[src/rtl/stg_4_me.sv]
// stg_4_me: memory stage of the in-order pipeline.
// Takes the EX->ME registers (r_me_*), runs the data-memory access over a
// req/ack handshake, queues print values in a small FIFO drained through a
// valid/ready port, and produces the ME->WB registers (r_wb_*).
// stall_o tells upstream to hold while the access or a print push is pending.
// Optional feature: define STG_ME_ACK_TIMEOUT_EN to add an ack watchdog and
// the sticky mem_err output.
module stg_4_me #(
  parameter int VALUE_W     = 32,
  parameter int REG_ADDR_W  = 5,
  parameter int PRINT_DEPTH = 4,
  parameter int TIMEOUT_CYC = 16
) (
  input  logic                  clock,
  input  logic                  reset,
  input  logic [REG_ADDR_W-1:0] r_me_rd,
  input  logic [VALUE_W-1:0]    r_me_aluout,
  input  logic                  r_me_aluzero,
  input  logic [VALUE_W-1:0]    r_me_store,
  input  logic                  r_me_RegWrite,
  input  logic                  r_me_PrintValue,
  input  logic                  r_me_MemRead,
  input  logic                  r_me_MemWrite,
  output logic                  dmem_req,
  output logic                  dmem_we,
  output logic [VALUE_W-1:0]    dmem_addr,
  output logic [VALUE_W-1:0]    dmem_wdata,
  input  logic                  dmem_ack,
  input  logic [VALUE_W-1:0]    dmem_rdata,
  output logic                  stall_o,
  output logic                  print_valid,
  output logic [VALUE_W-1:0]    print_data,
  input  logic                  print_ready,
  output logic [REG_ADDR_W-1:0] r_wb_rd,
  output logic [VALUE_W-1:0]    r_wb_value,
  output logic                  r_wb_aluzero,
  output logic                  r_wb_RegWrite
`ifdef STG_ME_ACK_TIMEOUT_EN
  ,
  output logic                  mem_err
`endif
);

  localparam int PTR_W = $clog2(PRINT_DEPTH);
  localparam int CNT_W = PTR_W + 1;

  typedef enum logic {
    IDLE = 1'b0,
    WAIT = 1'b1
  } state_t;

  state_t               state_r;
  state_t               state_s;

  // Access completed while the print push was blocked: data kept here so
  // the request is not issued a second time.
  logic                 done_r;
  logic [VALUE_W-1:0]   rdata_hold_r;

  logic [VALUE_W-1:0]   fifo_mem_r [PRINT_DEPTH];
  logic [PTR_W-1:0]     wr_ptr_r;
  logic [PTR_W-1:0]     rd_ptr_r;
  logic [CNT_W-1:0]     count_r;

  logic                 mem_op_s;
  logic                 is_load_s;
  logic                 need_req_s;
  logic                 mem_ok_s;
  logic                 full_s;
  logic                 pop_s;
  logic                 push_s;
  logic                 print_block_s;
  logic                 abort_s;
  logic                 retire_s;
  logic                 normal_retire_s;
  logic [VALUE_W-1:0]   wb_value_s;

`ifdef STG_ME_ACK_TIMEOUT_EN
  localparam int TO_W = $clog2(TIMEOUT_CYC + 1);
  logic [TO_W-1:0]      tmo_cnt_r;
  logic                 mem_err_r;
`endif

  // Handshake, stall and retire decode for the instruction in this stage.
  always_comb begin
    mem_op_s    = r_me_MemRead | r_me_MemWrite;
    // A combined read+write is treated as a store: no load data returned.
    is_load_s   = r_me_MemRead & ~r_me_MemWrite;
    need_req_s  = mem_op_s & ~done_r;
    mem_ok_s    = ~mem_op_s | done_r | dmem_ack;
    print_valid = (count_r != {CNT_W{1'b0}});
    full_s      = (count_r == CNT_W'(PRINT_DEPTH));
    pop_s       = print_valid & print_ready;
    // A pop in the same cycle frees the slot for this push.
    print_block_s = r_me_PrintValue & full_s & ~pop_s;
`ifdef STG_ME_ACK_TIMEOUT_EN
    abort_s = (state_r == WAIT) & need_req_s & ~dmem_ack &
              (tmo_cnt_r == TO_W'(TIMEOUT_CYC - 1));
`else
    abort_s = 1'b0;
`endif
    // An aborted access retires as a bubble, so it never waits on the FIFO.
    stall_o         = ~abort_s & (~mem_ok_s | print_block_s);
    retire_s        = ~stall_o;
    normal_retire_s = retire_s & ~abort_s;
    push_s          = normal_retire_s & r_me_PrintValue;
    if (is_load_s) begin
      wb_value_s = done_r ? rdata_hold_r : dmem_rdata;
    end else begin
      wb_value_s = r_me_aluout;
    end
  end

  // Memory port: request follows the pending access and drops with reset.
  always_comb begin
    dmem_req   = need_req_s & reset;
    dmem_we    = r_me_MemWrite;
    dmem_addr  = r_me_aluout;
    dmem_wdata = r_me_store;
  end

  // Next-state logic for the IDLE/WAIT access FSM.
  always_comb begin
    state_s = state_r;
    case (state_r)
      IDLE: begin
        if (need_req_s & ~dmem_ack) begin
          state_s = WAIT;
        end else begin
          state_s = IDLE;
        end
      end
      WAIT: begin
        if (abort_s | ~need_req_s | dmem_ack) begin
          state_s = IDLE;
        end else begin
          state_s = WAIT;
        end
      end
      default: state_s = IDLE;
    endcase
  end

  // FSM state register.
  always_ff @(posedge clock or negedge reset) begin
    if (!reset) begin
      state_r <= IDLE;
    end else begin
      state_r <= state_s;
    end
  end

  // Latch an access that completes while the stage is still stalled.
  always_ff @(posedge clock or negedge reset) begin
    if (!reset) begin
      done_r       <= 1'b0;
      rdata_hold_r <= {VALUE_W{1'b0}};
    end else if (retire_s) begin
      done_r       <= 1'b0;
    end else if (need_req_s & dmem_ack) begin
      done_r       <= 1'b1;
      rdata_hold_r <= dmem_rdata;
    end
  end

  // ME->WB registers: load on retire, bubble on stall.
  always_ff @(posedge clock or negedge reset) begin
    if (!reset) begin
      r_wb_rd       <= {REG_ADDR_W{1'b0}};
      r_wb_value    <= {VALUE_W{1'b0}};
      r_wb_aluzero  <= 1'b0;
      r_wb_RegWrite <= 1'b0;
    end else if (retire_s) begin
      r_wb_rd       <= r_me_rd;
      r_wb_value    <= wb_value_s;
      r_wb_aluzero  <= r_me_aluzero;
      r_wb_RegWrite <= r_me_RegWrite & ~abort_s;
    end else begin
      r_wb_RegWrite <= 1'b0;
    end
  end

  // Print FIFO storage and pointers; pointers wrap at PRINT_DEPTH.
  always_ff @(posedge clock or negedge reset) begin
    if (!reset) begin
      for (int i = 0; i < PRINT_DEPTH; i++) begin
        fifo_mem_r[i] <= {VALUE_W{1'b0}};
      end
      wr_ptr_r <= {PTR_W{1'b0}};
      rd_ptr_r <= {PTR_W{1'b0}};
    end else begin
      if (push_s) begin
        fifo_mem_r[wr_ptr_r] <= wb_value_s;
        wr_ptr_r             <= wr_ptr_r + PTR_W'(1);
      end
      if (pop_s) begin
        rd_ptr_r <= rd_ptr_r + PTR_W'(1);
      end
    end
  end

  // Print FIFO occupancy; simultaneous push and pop leave it unchanged.
  always_ff @(posedge clock or negedge reset) begin
    if (!reset) begin
      count_r <= {CNT_W{1'b0}};
    end else begin
      case ({push_s, pop_s})
        2'b10:   count_r <= count_r + CNT_W'(1);
        2'b01:   count_r <= count_r - CNT_W'(1);
        default: count_r <= count_r;
      endcase
    end
  end

  // Head of the FIFO; zero while empty.
  always_comb begin
    if (print_valid) begin
      print_data = fifo_mem_r[rd_ptr_r];
    end else begin
      print_data = {VALUE_W{1'b0}};
    end
  end

`ifdef STG_ME_ACK_TIMEOUT_EN
  // Ack watchdog: counts consecutive WAIT cycles without an ack.
  always_ff @(posedge clock or negedge reset) begin
    if (!reset) begin
      tmo_cnt_r <= {TO_W{1'b0}};
    end else if ((state_r == WAIT) & ~dmem_ack & ~abort_s) begin
      tmo_cnt_r <= tmo_cnt_r + TO_W'(1);
    end else begin
      tmo_cnt_r <= {TO_W{1'b0}};
    end
  end

  // Sticky error flag set by a watchdog abort.
  always_ff @(posedge clock or negedge reset) begin
    if (!reset) begin
      mem_err_r <= 1'b0;
    end else if (abort_s) begin
      mem_err_r <= 1'b1;
    end else begin
      mem_err_r <= mem_err_r;
    end
  end

  assign mem_err = mem_err_r;
`endif

endmodule

[config.mk]
export PLATFORM = sky130hd
export DESIGN_NAME = stg_4_me
export DESIGN_NICKNAME = d
export VERILOG_FILES = /design/src/rtl/stg_4_me.sv
export SDC_FILE = /design/constraint.sdc
export NUM_CORES = 1
export LEC_CHECK = 0
export ABC_AREA = 1
export BUFFER_PORTS_ARGS = -buffer_cell sky130_fd_sc_hd__buf_2
export CORE_MARGIN = 1.5
export CORE_UTILIZATION = 49
export DETAILED_ROUTE_END_ITERATION = 10
export GPL_TIMING_DRIVEN = 0
export PLACE_DENSITY = 0.77
export SYNTH_ARGS = -nofsm -noshare
export SYNTH_HDL_FRONTEND = slang
export SYNTH_SLANG_ARGS = --single-unit
export TNS_END_PERCENT = 1
[constraint.sdc]
create_clock -name clock -period 2.18 [get_ports clock]
set_input_delay 0.436 -clock clock [delete_from_list [all_inputs] [get_ports clock]]
set_output_delay 0.436 -clock clock [all_outputs]
set_load 0.005 [all_outputs]
==> results.toml <==
[global_routing]
grt_max_degree = 110
antenna_found_initial = 1
track_usage_pct = 27.9
grt_pass1_vias = 9812
grt_overflow = 0
grt_pass1_wl_um = 49700

[cells_and_area]
area_growth_pct = 22.9
num-fill-cells = 1890
fin_nets = 1767
fin_cells = 1942
diodes = 0
drive_gt1_share_pct = 24.1

[power]
p_per_area_mw_per_mm2 = 1330
leakagePower_uw = 0.00710
ir_drop_mv = 0.702

[setup_path]
critical_path.startpoint = "rd_ptr_r[0]"
crit_arrival_ns = 1.86
cp_max_fo = 10
cp-start-kind = "flip-flop"
endpoint_kind = "output port"
r2r_start = "count_r[1]"
crit_required_ns = 1.74
crit_type = "reg2out"

[routing]
route.met2.wl_um = 15000
via_count = 10100
ant_nets = 0
routed_wl_um = 31100
met3_length_um = 2440
drc = 0
wl_met1_um = 12900
highest-signal-layer = "met4"
wire_per_inst_um = 16.0
first_pass_iters = 6
via_per_inst = 5.22
first_iter_violations = 862

[placement]
place_inst = 1896
numPortBuffers = 216
gp_congestion = 0.847
dp_slack_ns = -0.325
hpwl_um = 21900

[cts]
cts_root_buffer = "clkbuf_16"
cts_tree = "done"
numCtsBuffers = 22
clk_latency_ns = 0.51
clockBufferDepth = 3
ctsHoldBuffers = 0
h-tree-depth = 1
clock_sinks = 207
cts.reportedPaths.clkPinSlew_ns = 0.06

[synth]
synth_top_area_cell = "dfrtp_1"
ys_seq_area_share_pct = 49.3
synth_area_leaders = "dfrtp_1 49%, nand2_1 19%, nand3_1 6.1%, o21ai_0 5.1%, nor2_1 4.8%"
ys_seq_elements = 207
synth_most_common_cell = "nand2_1"
synth.top_cell.area_share_pct = 49.3
async_flop_share_pct = 100
synth_area_mm2 = 0.0105
synthCells = 1404
synth-main-ff-cell = "dfrtp_1"
synth.avg_cell_area_um2 = 7.48
yosys-top-cells-count = "540 x nand2_1, 207 x dfrtp_1, 135 x nor2_1, 128 x nand3_1, 108 x o21ai_0"
synthDistinctLibCells = 23
synth_nets = 1520
synth_edf_count = 0
ys.warnings.count = 0

[die]
start_util_pct = 50.0
die-area_mm2 = 0.0223
io_pins = 249
chipHeight_um = 149
core_mm2 = 0.0210
num_rows = 53
die_w_um = 149

[timing]
period_minus_slack_ns = 2.29
finalMaxSlewViolations = 0
whs_ns = -0.0754
timing.fmax_mhz = 436
fin_worst_skew_ns = 0.0139
tns_ns = -0.971
hold_viol = 19
period_share_pct = 105
rsz0062_at_grt = "yes"
worst_slew_pin_slew_ns = 0.881
postLayoutSetupSlackWorst_ns = -0.115
maxSlewHeadroom_pct = 41.3
finalSetupViolCount = 27

[min_path]
holdCritPathClass = "in2async"

[status]
status = "finished, violations left"
violations = "negative hold slack, negative setup slack"

[flow_run]
cap_violations = 0
-- flip-flops by register name, indices dropped and copies added (netlist names) --
name / flops
done_r: 1
rdata_hold_r: 32
r_wb_RegWrite: 1
count_r: 3
fifo_mem_r: 128
r_wb_rd: 5
r_wb_value: 32
r_wb_aluzero: 1
wr_ptr_r: 2
rd_ptr_r: 2
-- cell families after synthesis --
logic type	after synthesis	share of synthesized area [%]
AOI/OAI and AO/OA	165	7.86
xor gates and xnor gates	4	0.333
adders and majority gates	6	0.786
buffers and inverters	210	10.8
DFF	207	49.3
and+or+nand+nor	812	30.9
-- worst max-delay path: stages (launching register included) --
cell and delay [ns]:
dfrtp_2 0.42, buf_8 0.15, buf_8 0.15, nor2_1 0.05, nor2_1 0.08, o21ai_0 0.12, a21oi_1 0.22, buf_2 0.15
-- area by class of cell --
type / instances / area [um2] / share of cell area (%)
flip-flops and latches: 207 / 5180 / 40.1
multi-input cells: 987 / 4240 / 32.9
well taps: 275 / 344 / 2.66
repair buffers: 225 / 1180 / 9.16
inverters: 53 / 201 / 1.56
clock inverters: 13 / 119 / 0.921
clock buffers: 27 / 611 / 4.73
plain buffers: 155 / 1030 / 7.97
-- cells in the final DEF, fill, tap and decap left out, types with 11 or more instances in the layout --
cell | netlist | routed
nand2_1 | 540 | 539
buf_2 | 23 | 234
dfrtp_1 | 207 | 205
nor2_1 | 135 | 131
nand3_1 | 128 | 128
o21ai_0 | 108 | 95
buf_4 | 67 | 81
inv_1 | 50 | 47
o21ai_1 | 24 | 37
clkbuf_1 | 43 | 33
a21oi_1 | 33 | 29
clkbuf_16 | 0 | 23
buf_6 | 9 | 11
-- where the power goes --
group	leakage [uW]	switching, uW	internal (uW)
logic	0.00415	4280	2740
clock network	0.000372	1580	2230
registers	0.00258	884	5410
-- final timing paths --
check | slack (ns) | endpoint | cells past startpoint
setup / recovery | -0.11 | print_data[27] | 7
hold / removal | -0.08 | r_wb_rd[2] | 1
max in group asynchronous | 1.27 | fifo_mem_r[65] | 2
hold reg to reg | 0.48 | r_wb_value[14] | 2
min in group clock | 0.12 | r_wb_aluzero | 3
setup reg to reg | 0.13 | count_r[1] | 9
-- layer usage --
layer  track usage [%]  vias to the layer above
met1              37.0                     4774
met5                 0                        -
li1                  -                     4852
met4              9.31                        0
met3              4.70                       62
met2              46.3                      456
-- through the flow --
stage	instance area [um2]	util (%)	power, uW
final	12900	61.4	17100
after global routing	12900	61.4	18200
after CTS	12900	61.2	16900
after detailed placement	12000	56.9	12800
after global placement	11900	56.8	12500
after floorplan	10500	-	10300
-- what timing repair did --
item                                    in CTS  in global routing
buffers inserted                             5                  3
endpoints found under the setup margin      35                 35
resized for setup                           52                 32
pin swaps                                    5                 16
Note: power is estimated with default switching activity, not from simulation.
